File: src/rtl/div3_share_arb.sv
// div3_share_arb: round-robin arbiter plus two-register pipeline that shares a
// single combinational 16-bit divide-by-3 datapath among NUM_REQ requesters.
// Stage 1 captures the granted dividend and requester id and feeds the shared
// divider. Stage 2 captures the quotient (and optionally the remainder) with
// the id. Flow control is valid/ready on both sides, and nothing is dropped.
// Optional feature: define DIV3_SHARE_REM_EN to add the registered resp_rem
// output (x mod 3). Without the macro the port and its logic are absent.

// Standalone combinational divide-by-3: X[16:1] -> Q[15:1].
module div_16_3_stand (
  input  logic [16:1] x,
  output logic [15:1] q
);

  // MSB-first long division by 3. The partial remainder is always in 0..2, so
  // each step needs only a compare against 3. The top dividend bit alone is
  // below 3, so its quotient bit is always 0 and the loop starts one bit lower.
  function automatic logic [14:0] div3_quot(input logic [15:0] dividend);
    logic [1:0]  r;
    logic [2:0]  t;
    logic [14:0] quot;
    r    = {1'b0, dividend[15]};
    quot = 15'd0;
    for (int i = 14; i >= 0; i--) begin
      t = {r, dividend[i]};
      if (t >= 3'd3) begin
        quot[i] = 1'b1;
        r       = 2'(t - 3'd3);
      end else begin
        quot[i] = 1'b0;
        r       = t[1:0];
      end
    end
    return quot;
  endfunction

  assign q = div3_quot(x);

endmodule

// Invariant checker for the arbiter handshake.
module div3_share_arb_chk #(
  parameter int NUM_REQ = 4,
  parameter int ID_W    = 2
) (
  input logic               clk,
  input logic               rst_n,
  input logic [NUM_REQ-1:0] req_valid,
  input logic [NUM_REQ-1:0] req_ready,
  input logic               resp_valid,
  input logic [ID_W-1:0]    resp_id
);

  // At most one requester is granted in any cycle.
  a_grant_onehot0 : assert property (@(posedge clk) disable iff (!rst_n)
    $onehot0(req_ready));

  // A grant is only issued to a requester that is asking.
  a_grant_needs_valid : assert property (@(posedge clk) disable iff (!rst_n)
    ((req_ready & ~req_valid) == '0));

  // A presented result always carries a legal requester index.
  a_resp_id_range : assert property (@(posedge clk) disable iff (!rst_n)
    resp_valid |-> (32'(resp_id) < NUM_REQ));

endmodule

module div3_share_arb #(
  parameter int NUM_REQ = 4,
  parameter int ID_W    = 2
) (
  input  logic                  clk,
  input  logic                  rst_n,
  input  logic [NUM_REQ-1:0]    req_valid,
  input  logic [NUM_REQ*16-1:0] req_x,
  output logic [NUM_REQ-1:0]    req_ready,
  output logic                  resp_valid,
  input  logic                  resp_ready,
  output logic [ID_W-1:0]       resp_id,
  output logic [14:0]           resp_q
`ifdef DIV3_SHARE_REM_EN
  ,
  output logic [1:0]            resp_rem
`endif
);

  logic [ID_W-1:0] rr_ptr_r;
  logic            s1_valid_r;
  logic [15:0]     s1_x_r;
  logic [ID_W-1:0] s1_id_r;

  logic            adv1_s;
  logic            adv2_s;
  logic            grant_found_s;
  logic [ID_W-1:0] grant_idx_s;
  logic [ID_W:0]   cand_s;
  logic [15:0]     sel_x_s;
  logic            xfer_s;
  logic [ID_W-1:0] ptr_next_s;
  logic [14:0]     q_s;
`ifdef DIV3_SHARE_REM_EN
  logic [1:0]      rem_s;
`endif

  // Stage 2 moves whenever its slot is empty or being drained this cycle;
  // stage 1 moves whenever it is empty or stage 2 is moving.
  assign adv2_s = !resp_valid || resp_ready;
  assign adv1_s = !s1_valid_r || adv2_s;
  assign xfer_s = adv1_s && grant_found_s;

  // Round-robin search: first asserted request at or after rr_ptr, wrapping.
  always_comb begin
    grant_found_s = 1'b0;
    grant_idx_s   = '0;
    cand_s        = '0;
    for (int k = 0; k < NUM_REQ; k++) begin
      cand_s = {1'b0, rr_ptr_r} + (ID_W+1)'(k);
      if (cand_s >= (ID_W+1)'(NUM_REQ)) begin
        cand_s = cand_s - (ID_W+1)'(NUM_REQ);
      end else begin
        cand_s = cand_s;
      end
      if (!grant_found_s && req_valid[cand_s[ID_W-1:0]]) begin
        grant_found_s = 1'b1;
        grant_idx_s   = cand_s[ID_W-1:0];
      end else begin
        grant_found_s = grant_found_s;
      end
    end
  end

  // Select the granted dividend and drive the one-hot grant (held low in reset).
  always_comb begin
    sel_x_s   = 16'd0;
    req_ready = '0;
    for (int i = 0; i < NUM_REQ; i++) begin
      if (grant_idx_s == ID_W'(i)) begin
        sel_x_s      = req_x[16*i +: 16];
        req_ready[i] = rst_n && xfer_s;
      end else begin
        req_ready[i] = 1'b0;
      end
    end
  end

  // Pointer advances to the index after the one just served.
  always_comb begin
    if (grant_idx_s == ID_W'(NUM_REQ - 1)) begin
      ptr_next_s = '0;
    end else begin
      ptr_next_s = grant_idx_s + ID_W'(1);
    end
  end

  // Round-robin pointer moves only on an actual transfer.
  always_ff @(posedge clk or negedge rst_n) begin
    if (!rst_n) begin
      rr_ptr_r <= '0;
    end else if (xfer_s) begin
      rr_ptr_r <= ptr_next_s;
    end else begin
      rr_ptr_r <= rr_ptr_r;
    end
  end

  // Stage 1: capture the granted request, or a bubble when nobody is granted.
  always_ff @(posedge clk or negedge rst_n) begin
    if (!rst_n) begin
      s1_valid_r <= 1'b0;
      s1_x_r     <= 16'd0;
      s1_id_r    <= '0;
    end else if (adv1_s) begin
      s1_valid_r <= grant_found_s;
      if (grant_found_s) begin
        s1_x_r  <= sel_x_s;
        s1_id_r <= grant_idx_s;
      end else begin
        s1_x_r  <= s1_x_r;
        s1_id_r <= s1_id_r;
      end
    end else begin
      s1_valid_r <= s1_valid_r;
      s1_x_r     <= s1_x_r;
      s1_id_r    <= s1_id_r;
    end
  end

  div_16_3_stand u_div (
    .x (s1_x_r),
    .q (q_s)
  );

`ifdef DIV3_SHARE_REM_EN
  // Remainder recovered from the quotient in the same stage: x - 3*q.
  assign rem_s = 2'(s1_x_r - ({q_s, 1'b0} + {1'b0, q_s}));
`endif

  // Stage 2: result register, frozen while the consumer applies backpressure.
  always_ff @(posedge clk or negedge rst_n) begin
    if (!rst_n) begin
      resp_valid <= 1'b0;
      resp_q     <= 15'd0;
      resp_id    <= '0;
`ifdef DIV3_SHARE_REM_EN
      resp_rem   <= 2'd0;
`endif
    end else if (adv2_s) begin
      resp_valid <= s1_valid_r;
      resp_q     <= q_s;
      resp_id    <= s1_id_r;
`ifdef DIV3_SHARE_REM_EN
      resp_rem   <= rem_s;
`endif
    end else begin
      resp_valid <= resp_valid;
      resp_q     <= resp_q;
      resp_id    <= resp_id;
`ifdef DIV3_SHARE_REM_EN
      resp_rem   <= resp_rem;
`endif
    end
  end

  div3_share_arb_chk #(
    .NUM_REQ (NUM_REQ),
    .ID_W    (ID_W)
  ) u_chk (
    .clk        (clk),
    .rst_n      (rst_n),
    .req_valid  (req_valid),
    .req_ready  (req_ready),
    .resp_valid (resp_valid),
    .resp_id    (resp_id)
  );

endmodule

File: config.mk
export PLATFORM = sky130hd
export DESIGN_NAME = div3_share_arb
export DESIGN_NICKNAME = d
export VERILOG_FILES = /design/src/rtl/div3_share_arb.sv
export SDC_FILE = /design/constraint.sdc
export NUM_CORES = 1
export LEC_CHECK = 0
export CORE_MARGIN = 3
export CORE_UTILIZATION = 52
export CTS_BUF_LIST = sky130_fd_sc_hd__clkbuf_2 sky130_fd_sc_hd__clkbuf_4 sky130_fd_sc_hd__clkbuf_8
export CTS_CLUSTER_DIAMETER = 40
export DETAILED_ROUTE_END_ITERATION = 12
export PLACE_DENSITY_LB_ADDON = 0.1
export SYNTH_ARGS = -nofsm -noshare
export SYNTH_HDL_FRONTEND = slang
export SYNTH_HIERARCHICAL = 1
export SYNTH_SLANG_ARGS = --single-unit
File: constraint.sdc
create_clock -name clk -period 16.4 [get_ports clk]
set_input_delay 3.28 -clock clk [delete_from_list [all_inputs] [get_ports clk]]
set_output_delay 3.28 -clock clk [all_outputs]
set_load 0.005 [all_outputs]
======== Yosys cells after proc, flatten, opt, wreduce, memory -nomap -nowiden ========
Index checks and enable logic that the tools add are counted.
operators by class
  reduce and logical (&&, ||, !) cells .... 14
  $lt $le $gt $ge ......................... 23
  equality and inequality tests ........... 3
  $add $sub $neg .......................... 22
  multiplexer cells ....................... 58
operators by type and width
  kind                                                  number
  2-to-1 mux 16 bit                                     4
  2-to-1 mux 2 bit                                      23
  >= comparator 3 x 2 -> 1 bit (second input constant)  14
  subtractor 2 bit (second input constant)              14
  2-to-1 mux 1 bit                                      27
  < comparator 2 x 3 -> 1 bit (second input constant)   4
  >= comparator 3 bit (second input constant)           3
  binary-select mux 1 bit (select 2 bit)                4
  subtractor 2 x 1 -> 2 bit (second input constant)     4
  adder 2 x 2 -> 3 bit (second input constant)          2
  logical AND 1 bit                                     5
  logical NOT 1 bit                                     5
  == test 2 bit (second input constant)                 2
  adder 2 x 1 -> 3 bit (second input constant)          1
  >= comparator 2 x 3 -> 1 bit (second input constant)  1
  adder 2 x 1 -> 2 bit (second input constant)          1
  == test 2 x 1 -> 1 bit (second input constant)        1
  >= comparator 2 bit (second input constant)           1
  logical NOT 2 bit                                     1
  logical OR 1 bit                                      2
  AND reduction 2 bit                                   1
word-level totals
  output and inout port bits .............. 22
  register bits ........................... 39

======== Longest topological paths before layout ========
Gate-level depths: netlist (run 1).
  depth in word-level cells ............... 30
  mapped depth ............................ 72

======== Modules after synthesis ========
The synthesis (run 1) kept the hierarchy.
by module, submodules not included
  module          instances  seq. area each (µm²)  cells an instance  area each (µm²)
  div3_share_arb  1          975.9                 232                2268.4
  div_16_3_stand  1          0.0                   223                1626.6

======== Worst setup path before layout (run 1) ========
No wires, ideal clock.
  kind .................................... register -> register
  start ................................... register s1_x_r[14]
  end ..................................... register resp_q[0]
  buffers on the path ..................... 4
  required time ........................... 16.275 ns
  stages on the path, launching flop included .. 68
  clock period less this slack ............ 13.746 ns
  setup slack ............................. 2.654 ns
  data arrival time ....................... 13.621 ns
  cell sequence ........................... dfrtp_1 -> nor2b_1 -> ha_1 -> or4_1 -> buf_2 -> and2_2 -> ha_1 -> or2_1 -> buf_2 -> a211o_4 -> a21oi_1 -> ha_1 -> nor3b_1 -> mux2i_1 -> a21boi_0 -> ha_1 -> clkbuf_1 -> nor4bb_1 -> [32 not listed] -> o21ai_1 -> a21oi_1 -> ha_1 -> or2_2 -> a41oi_1 -> a32oi_1 -> nor2_2 -> inv_1 -> ha_1 -> nor2_1 -> o221ai_2 -> nand3_1 -> o21ai_1 -> ha_1 -> or4_1 -> a21oi_1 -> o32ai_1 -> mux2_2
between the ends
  longest elaborated chain between the ends .. 30
  elaborated cells between the ends (all ways) .. 44
  classes of those cells .................. add/sub (14); order compare (15); mux (15)
RTL lines
  item                                                              line    text
  start: declaration                                                89      logic [15:0] s1_x_r;
  start signal: assignment                                          175     s1_x_r <= sel_x_s;
  start signal: assignment                                          178     s1_x_r <= s1_x_r;
  start signal: assignment                                          183     s1_x_r <= s1_x_r;
  subtractor 2 bit or >= comparator 2 bit (tied branches)           28, 26
  2-to-1 mux 2 bit *                                                26      if (t >= 3'd3) begin
  >= comparator 3 x 2 -> 1 bit or subtractor 2 bit (tied branches)  26, 28
  2-to-1 mux 2 bit *                                                26
  >= comparator 3 x 2 -> 1 bit or subtractor 2 bit (tied branches)  26, 28
  2-to-1 mux 2 bit *                                                26
  >= comparator 3 x 2 -> 1 bit or subtractor 2 bit (tied branches)  26, 28
  2-to-1 mux 2 bit *                                                26
  [15 not listed]                                                   n/a
  2-to-1 mux 2 bit *                                                26
  >= comparator 3 x 2 -> 1 bit or subtractor 2 bit (tied branches)  26, 28
  2-to-1 mux 2 bit *                                                26
  >= comparator 3 x 2 -> 1 bit or subtractor 2 bit (tied branches)  26, 28
  2-to-1 mux 2 bit *                                                26
  >= comparator 3 x 2 -> 1 bit *                                    26
  2-to-1 mux 1 bit *                                                26
  named net q_s[0]                                                  100     logic [14:0] q_s;
  end signal: assignment                                            209     resp_q <= q_s;
  end signal: assignment                                            216     resp_q <= resp_q;
  end: declaration                                                  80      output logic [14:0] resp_q
The timed path passes the listed nets; every way through them passes the cells marked *.
A chain may end at the register's enable or synchronous reset.

======== Worst setup path in the final report (run 1) ========
Same ends and word-level chain as after synthesis.

==> summary.md, run 1 <==
For hold timing, the worst endpoint is resp_valid$_DFFE_PN0P_. For this run, the slowest stage of the critical path takes 0.72 ns. The number of antenna violations at the first check in global routing is 0. The shortest clock period the worst path allows after layout came out at 15.21 ns.

The H-tree depth was 2; the depth of the worst register-to-register path was 66. The transition at the pin with the smallest max-transition slack came out at 1.096 ns. The sequential area share after synthesis is 25.06%, and the worst slack at placement is 1.058 ns. After clock tree synthesis, the clock-pin slew on the worst setup and hold paths is 0.09 ns. In the final layout, the multi-input gates occupy 2643 um2. The library cell occupying the most area in the post-synthesis netlist was sky130_fd_sc_hd__dfrtp_1. The die covers 8565 um2.

The clock passes through at most 2 buffers. The clock reaches the later pin of the worst-skew pair after 0.30 ns. Setup violations remaining at the end of the flow were counted as 0. The leftover overflow at the end of global routing is 0, and the total of flip-flops plus latches after synthesis is 39. The average instance in the mapped netlist occupies 8.560 um2.

The number of hold violations in the final report came out at 0. The violation count after the first detailed-routing iteration was 248. In the layout the commonest cells are 91 x sky130_fd_sc_hd__clkdlybuf4s50_1, 39 x sky130_fd_sc_hd__a21oi_1, 39 x sky130_fd_sc_hd__dfrtp_1. The antenna diode instance count was 0; the wire length of the first global-routing pass was 18150 um. The die is 92.55 um wide.

In this run the remaining antenna-violating nets after routing total 0. The signed area change from the synthesized netlist to the final layout is 26.50%, and the largest fanout on the critical path is 9. In this run the most critical hold path is launched from s1_valid_r$_DFFE_PN0P_. The tools report the setup TNS as 0 ns.

Clock tree synthesis inserted a total of 5 buffers. CTS placed an instance of sky130_fd_sc_hd__clkbuf_8 at the clock tree root. Counting flops with a built-in enable in the synthesized netlist gives 0.

Sorting the synthesized cells by area gives the leading types as sky130_fd_sc_hd__dfrtp_1 25%, sky130_fd_sc_hd__ha_1 5.8%, sky130_fd_sc_hd__mux2_2 5.2%, sky130_fd_sc_hd__a21oi_1 5.0%, sky130_fd_sc_hd__a221o_1 4.4%. Entering global routing, the biggest net connects 44 pins. For this configuration, the core starts out at a cell density of 55.49%.

Setup repair after global routing left no endpoint under its margin. Kind of critical path: reg2reg. Yosys mapped the design onto 90 distinct sky130hd cell types. For the post-CTS resize count, the log shows 0.

For the count of unresolved DRC violations after routing, the log shows 0. The run gives 619 as the final net count. In this run the tightest slew margin relative to its limit is 26.69%. The run gives 3895 um2 as the cell area after technology mapping.

The area share of the largest cell type after synthesis is 25.06%, and the highest achievable clock rate is 0.06575 GHz. The layout has 605 filler cells. Before antenna repair, the detailed router went through 4 iterations. STA classifies the critical path endpoint as a flop. The cell repeated most along the worst path was sky130_fd_sc_hd__ha_1.

After legalization and detailed placement, the total HPWL measured 8128 um. The wire length per cell after detailed routing works out to 17.81 um. The tools report the global routing usage summed across all routing layers as 26.30%. Detailed routing inserted a total of 4003 vias. The run gives 544 as the total nets after synthesis. The synthesized instance count was 455.

The run finished with clean final reports. Cell with the biggest individual delay on the critical path: sky130_fd_sc_hd__a2111oi_0. The class of the tightest hold or removal check is reg2reg. Clock skew on the completed layout was measured at 0.01034 ns. In the final layout, the share of cells above drive strength 1 is 13.18%. The worst setup path is launched from a flop. TritonCTS built the clock tree. Area of all sequential standard cells: 975.9 um2. The setup check on the worst reg-to-reg path leaves a slack of 1.19 ns. The tree built by TritonCTS fans out to 39 sinks. In the finished design, the share of the clock period the worst path needs comes to 92.73%. Pin placement for this block handled 93 I/O pins. The run gives 11170 um as the detailed-route wire length. The count of cells along the worst hold path was 1.

The run gives 15.40 ns as the arrival time of data at the critical path endpoint. From bottom edge to top edge, the die measures 92.55 um. Leaving out fill and tap cells, the most frequent cell in the layout is sky130_fd_sc_hd__clkdlybuf4s50_1.

Counting flops with an async set or reset pin after synthesis yields a share of 100.0%. The via density per instance came out at 6.384. The worst register-to-register path ends at resp_q[0]$_DFFE_PN0P_. For the placer's final routability congestion estimate, the log shows 0.8888. Port buffering added 92 buffers. The run gives 7019 um2 as the core area. The logs give 0 for the max-slew violation count and 6 for the number of warnings issued by yosys. The run gives 0 as the total of max-cap violations.

The initialized floorplan defines 30 standard-cell rows. In this run the critical register-to-register path is launched from s1_x_r[14]$_DFFE_PN0N_. The most used flip-flop cell after synthesis is sky130_fd_sc_hd__dfrtp_1. At the worst endpoint, the required time is 16.59 ns. The logs give 1.192 ns for the minimum setup slack in the final design and 3825 for the via count of the first global-routing pass.
==> flip-flops by register name, summed over array words and instances (netlist names) <==
name	count
s1_id_r	2
s1_x_r	16
resp_valid	1
resp_id	2
resp_q	15
rr_ptr_r	2
s1_valid_r	1
==> through the flow <==
step	hold slack, ns	instances	instance area [um2]	utilization (%)
3_5_place_dp	0.4756	617	4808	68.50
5_1_grt	0.5029	627	4927	70.20
3_3_place_gp	0.4577	617	4808	68.50
2_1_floorplan	0.4502	455	3895	-
6_report	0.4796	627	4927	70.20
4_1_cts	0.4797	625	4912	69.98
==> layer usage <==
| layer | GRT usage (%) | wire [um] | part of all wire [%] | up-vias |
|---|---|---|---|---|
| met5 | 0 | 0 | 0 | - |
| met4 | 7.302 | 148 | 1.3 | 0 |
| met3 | 6.093 | 795 | 7.1 | 17 |
| met2 | 45.74 | 5481 | 49 | 159 |
| met1 | 32.50 | 4744 | 42 | 1915 |
| li1 | - | - | - | 1912 |
==> how the worst max path moves through the flow <==
stage	from	endpoint	slack, ns	cells after the start
2_1_floorplan	s1_x_r[14]$_DFFE_PN0N_	resp_q[0]$_DFFE_PN0P_	2.65	67
4_1_cts	s1_x_r[14]$_DFFE_PN0N_	resp_q[0]$_DFFE_PN0P_	0.97	63
6_report	s1_x_r[14]$_DFFE_PN0N_	resp_q[0]$_DFFE_PN0P_	1.19	66
5_1_grt	s1_x_r[14]$_DFFE_PN0N_	resp_q[0]$_DFFE_PN0P_	0.03	67
3_5_place_dp	s1_x_r[14]$_DFFE_PN0N_	resp_q[0]$_DFFE_PN0P_	1.06	63
3_3_place_gp	s1_x_r[14]$_DFFE_PN0N_	resp_q[0]$_DFFE_PN0P_	1.58	65
==> final cells by class <==
| cell class | instances | area share, % |
|---|---|---|
| Sequential cell | 39 | 19.81 |
| Inverter | 33 | 2.514 |
| Timing Repair Buffer | 98 | 19.50 |
| Tap cell | 96 | 2.438 |
| Multi-Input combinational cell | 353 | 53.63 |
| Clock buffer | 8 | 2.108 |
==> cells by family after synthesis <==
family	after synthesis	share of synthesized area, %
and+or+nand+nor	142	21.07
DFF	39	25.06
muxes	24	6.746
buffers and inverters	63	7.099
adders and majority gates	18	5.782
AOI/OAI and AO/OA	169	34.24
==> repair_timing <==
item,4_1_cts,5_1_grt
hold endpoints to repair,0,0
endpoints found under the setup margin,0,1
setup buffers,0,2
hold buffers,0,0
==> critical path: cells and delay by family (launching register included) <==
family          cells  cell delay (ns)
flops               1             0.44
fa+ha+maj          13             3.24
mux                 3             0.65
simple gates       19             5.13
buf+inv             4             0.43
compound gates     27             5.22
==> synthesized netlist by cell type, drive strengths merged (7+ instances only) <==
cell	n
a21oi	48
dfrtp	39
buf	16
a221o	17
nand2	26
nor3	11
clkbuf	14
inv	33
nand2b	7
mux2	18
ha	18
nor2	27
o31ai	10
nand3b	18
a31oi	17
o21ai	17
Power of run 1 is not shown: default switching activity piles up to over one toggle a cycle in this logic, so the estimate is an artifact.
==> run 2: changes to the inputs <==
--- a/config.mk
+++ b/config.mk
@@ -9,8 +9,10 @@
 export CORE_UTILIZATION = 52
 export CTS_BUF_LIST = sky130_fd_sc_hd__clkbuf_2 sky130_fd_sc_hd__clkbuf_4 sky130_fd_sc_hd__clkbuf_8
 export CTS_CLUSTER_DIAMETER = 40
+export CTS_CLUSTER_SIZE = 30
 export DETAILED_ROUTE_END_ITERATION = 12
 export PLACE_DENSITY_LB_ADDON = 0.1
+export SKIP_LAST_GASP = 1
 export SYNTH_ARGS = -nofsm -noshare
 export SYNTH_HDL_FRONTEND = slang
 export SYNTH_HIERARCHICAL = 1
==> results of run 2 <==
Final layout, timing and power as in run 1 (identical DEF).
Power of run 2 is left out for the same reason.
==> run 3: changes to the inputs <==
--- a/config.mk
+++ b/config.mk
@@ -6,14 +6,14 @@
 export NUM_CORES = 1
 export LEC_CHECK = 0
 export CORE_MARGIN = 3
-export CORE_UTILIZATION = 52
+export CORE_UTILIZATION = 46
 export CTS_BUF_LIST = sky130_fd_sc_hd__clkbuf_2 sky130_fd_sc_hd__clkbuf_4 sky130_fd_sc_hd__clkbuf_8
 export CTS_CLUSTER_DIAMETER = 40
 export CTS_CLUSTER_SIZE = 30
 export DETAILED_ROUTE_END_ITERATION = 12
 export PLACE_DENSITY_LB_ADDON = 0.1
+export SKIP_CTS_REPAIR_TIMING = 1
 export SKIP_LAST_GASP = 1
 export SYNTH_ARGS = -nofsm -noshare
 export SYNTH_HDL_FRONTEND = slang
-export SYNTH_HIERARCHICAL = 1
 export SYNTH_SLANG_ARGS = --single-unit
==> constraint.sdc (replaced) <==
create_clock -name clk -period 12.4 [get_ports clk]
set_input_delay 2.48 -clock clk [delete_from_list [all_inputs] [get_ports clk]]
set_output_delay 2.48 -clock clk [all_outputs]
set_load 0.005 [all_outputs]
==> run 3 against run 2 <==
Flip-flop and latch count did not move. Wire length fell by 4.1%. Cell count rose by 9.3%. Register-to-register slack got worse by 0.95 ns. Setup slack got worse by 0.95 ns. Fmax rose by 25%. Hold slack got worse by 0.0021 ns. Via count fell by 2.7%. Largest cell class unchanged.
==> summary.md, run 3 <==
Detailed-route wire length: 10720 um (-4.1%). The min-delay analysis places its worst path in the category reg2reg. Most flop-heavy register: s1_x_r.

The commonest cells after synthesis are 67 x sky130_fd_sc_hd__nor2_1, 56 x sky130_fd_sc_hd__nand2_1, 49 x sky130_fd_sc_hd__a21oi_1. For the pin count of the biggest net entering global routing, the log shows 44 (unchanged). The number of detailed-route iterations in the first pass was 4 (unchanged); the via density per instance was 5.683 (-11%). The synthesized instance count was 461 (+1.3%); the synthesized area per cell was 7.534 um2 (-12%). The count of unresolved DRC violations after routing was 0 (unchanged). For the sequential area share after synthesis, the log shows 28.10% (+3.0 points).

Antenna diode instance count: 0 (unchanged). Cell chosen for the clock root: sky130_fd_sc_hd__clkbuf_8. The part of the cycle the worst path needs was 98.02% (+5.3 points); the width of the die was 92.90 um (+0.38%). The effective utilization at floorplan was 47.63% (-7.9 points). The most numerous cell type found on the critical path is sky130_fd_sc_hd__ha_2. The worst slack at placement came out at -0.2017 ns (-1.259 ns).

Total nets after synthesis: 550 (+1.1%). The tools report the final setup violation count as 0 (unchanged). The worst-skew pair later-pin latency was 0.30 ns (about the same); the cell area after technology mapping was 3473 um2 (-11%). The number of inserted filler cells in the final layout was 584 (-3.5%).

The die height is 92.90 um (+0.38%), and the signed area change from the synthesized netlist to the final layout is 50.22%. The area share of the largest cell type after synthesis is 28.10% (+3.0 points), and the flip-flop count of the largest register after layout is 16 (unchanged). The max-slew violation count came out at 0 (unchanged).

The startpoint identified for the worst register-to-register timing path is s1_x_r[14]$_DFFE_PN0P_. Number of port buffers: 92 (unchanged). Tracing the worst setup path back leads to its startpoint at s1_x_r[14]$_DFFE_PN0P_.

Leaving out fill and tap cells, the most frequent cells in the layout are 91 x sky130_fd_sc_hd__clkdlybuf4s50_1, 64 x sky130_fd_sc_hd__nor2_1, 53 x sky130_fd_sc_hd__nand2_1. By area the synthesized netlist is led by sky130_fd_sc_hd__dfrtp_1 28%, sky130_fd_sc_hd__nor2_1 7.2%, sky130_fd_sc_hd__a21oi_1 7.1%, sky130_fd_sc_hd__ha_1 6.5%, sky130_fd_sc_hd__nand2_1 6.1%. The start point of the worst hold path is resp_q[4]$_DFFE_PN0P_.

TritonCTS built the clock tree. For the clock skew, the log shows 0.009281 ns (-0.001058 ns). On the critical path, the stage with the largest delay is an instance of sky130_fd_sc_hd__or3_4. Shortest clock period the worst path allows after layout: 12.15 ns (-3.055 ns).

The worst setup path is captured at a flop. The proportion of layout cells with a drive suffix above 1 was 21.84% (+8.7 points). The wire length of the first global-routing pass is 16130 um (-11%). Most common cell after layout, fill and taps aside: sky130_fd_sc_hd__clkdlybuf4s50_1.

The critical path in this run is classified as reg2reg. The violation count after the first detailed-routing iteration was 158 (-36%); the total of flip-flops plus latches after synthesis was 39 (unchanged). The number of nets with antenna violations after routing is 0 (unchanged).

The tools report the number of hold violations in the final report as 0 (unchanged). The global routing usage summed across all routing layers was 22.73% (-3.6 points); the maximum clock path buffer count was 2 (unchanged). STA classifies the critical path startpoint as a flop. The number of synthesized flops with an enable pin is 0 (unchanged). The library cell occupying the most area in the post-synthesis netlist was sky130_fd_sc_hd__dfrtp_1.

Floorplan die area: 8629 um2 (+0.76%). The fraction of registers with async set or reset after synthesis was 100.0% (unchanged); the critical path required time was 12.59 ns (-4.00 ns). The arrival time of data at the critical path endpoint was 12.34 ns (-3.06 ns). For the HPWL after detailed placement, the log shows 7537 um (-7.3%). The run gives 32.21% (+5.5 points) as the worst max-slew margin expressed relative to the limit. Among all flip-flop cells after synthesis, the most frequent one is sky130_fd_sc_hd__dfrtp_1. For the overall via count from detail_route, the log shows 3893 (-2.7%). The final net count was 675 (+9.0%); the number of antenna violations at the first check in global routing was 0 (unchanged). For the leftover overflow at the end of global routing, the log shows 0 (unchanged). The via count of the first global-routing pass is 3580 (-6.4%).

The site row count was 31 (+3.3%). The most common cell in the synthesized netlist is sky130_fd_sc_hd__nor2_1. In the final layout, the registers with the most flip-flops are s1_x_r: 16 flops, resp_q: 15 flops. The delay of the slowest cell on the worst path is 0.39 ns (-0.33 ns), and the placer's final routability congestion estimate is 0.9179 (+3.3%). The H-tree depth is 2 (unchanged).

The largest fanout on the critical path was 6 (-3); the transition at the pin with the smallest max-transition slack was 1.017 ns (-0.07942 ns). Number of warnings issued by yosys: 0 (-6). The run finished with clean final reports. Highest achievable clock rate: 0.08228 GHz (+25%).

The minimum setup slack in the final design was 0.2461 ns (-0.9454 ns); the wire length per cell after detailed routing was 15.64 um (-12%). The I/O pin count was 93 (unchanged); the core area was 7292 um2 (+3.9%). The logs give 71.55% (+1.4 points) for the end-of-flow core utilization and 5 (unchanged) for the number of buffers created by CTS.

The clock-pin slew on the worst setup and hold paths is 0.09 ns (about the same), and the number of distinct library cell variants in the gate-level netlist after synthesis is 68 (-24%). The tools report the total of max-cap violations as 0 (unchanged). The number of sinks driven by the clock tree came out at 39 (unchanged).
## run 3: final timing paths
| kind | to | slack (ns) | cells past startpoint |
|---|---|---|---|
| worst max-delay path | resp_q[0]$_DFFE_PN0P_ | 0.25 | 68 |
| worst min-delay path | resp_q[4]$_DFFE_PN0P_ | 0.48 | 2 |
| worst max register to register | resp_q[0]$_DFFE_PN0P_ | 0.25 | 68 |
| worst min register to register | resp_q[4]$_DFFE_PN0P_ | 0.48 | 2 |
| max in group asynchronous | s1_x_r[9]$_DFFE_PN0P_ | 9.77 | 2 |
| min in group asynchronous | s1_x_r[14]$_DFFE_PN0P_ | 2.25 | 2 |
## run 3: critical path, delay by kind of cell, from the launching register on
family          cells  cell delay [ns]
mux                 2             0.33
simple gates       31             5.68
fa+ha+maj          13             2.57
compound gates     19             2.85
buf+inv             3             0.24
flops               1             0.38
## run 3: cell families after synthesis
family                     synth area share, %
muxes                                    2.234
xor gates and xnor gates                0.2522
and+or+nand+nor                          28.21
AOI/OAI and AO/OA                        30.51
DFF                                      28.10
adders and majority gates                6.484
buffers and inverters                    4.214
## run 3: layout make-up
class	count	area [um2]	area share [%]
Clock inverter	2	37.54	0.7194
Clock buffer	5	68.82	1.319
Inverter	12	45.04	0.8633
Tap cell	99	123.9	2.374
Sequential cell	39	975.9	18.71
Timing Repair Buffer	143	1299	24.89
Multi-Input combinational cell	385	2668	51.13
## run 3: routing by layer
layer | wire length, um | share of wire [%] | GRT usage, % | up-vias
met5 | 0 | 0 | 0 | -
met3 | 737 | 6.9 | 5.930 | 16
met1 | 4528 | 42 | 28.18 | 1827
met4 | 146 | 1.4 | 6.227 | 0
li1 | - | - | - | 1920
met2 | 5303 | 49 | 38.93 | 130
## run 3: per-stage QoR
step	hold slack, ns	TNS (ns)	area, um2	std cells
after global placement	0.4518	0	4682	657
final	0.4775	0	5218	685
after detailed placement	0.4572	-0.3438	4682	657
after global routing	0.5031	-0.6816	5218	685
after floorplan	0.4456	0	3520	461
after CTS	0.4763	-0.4615	4788	664
Power of run 3 is left out for the same reason.
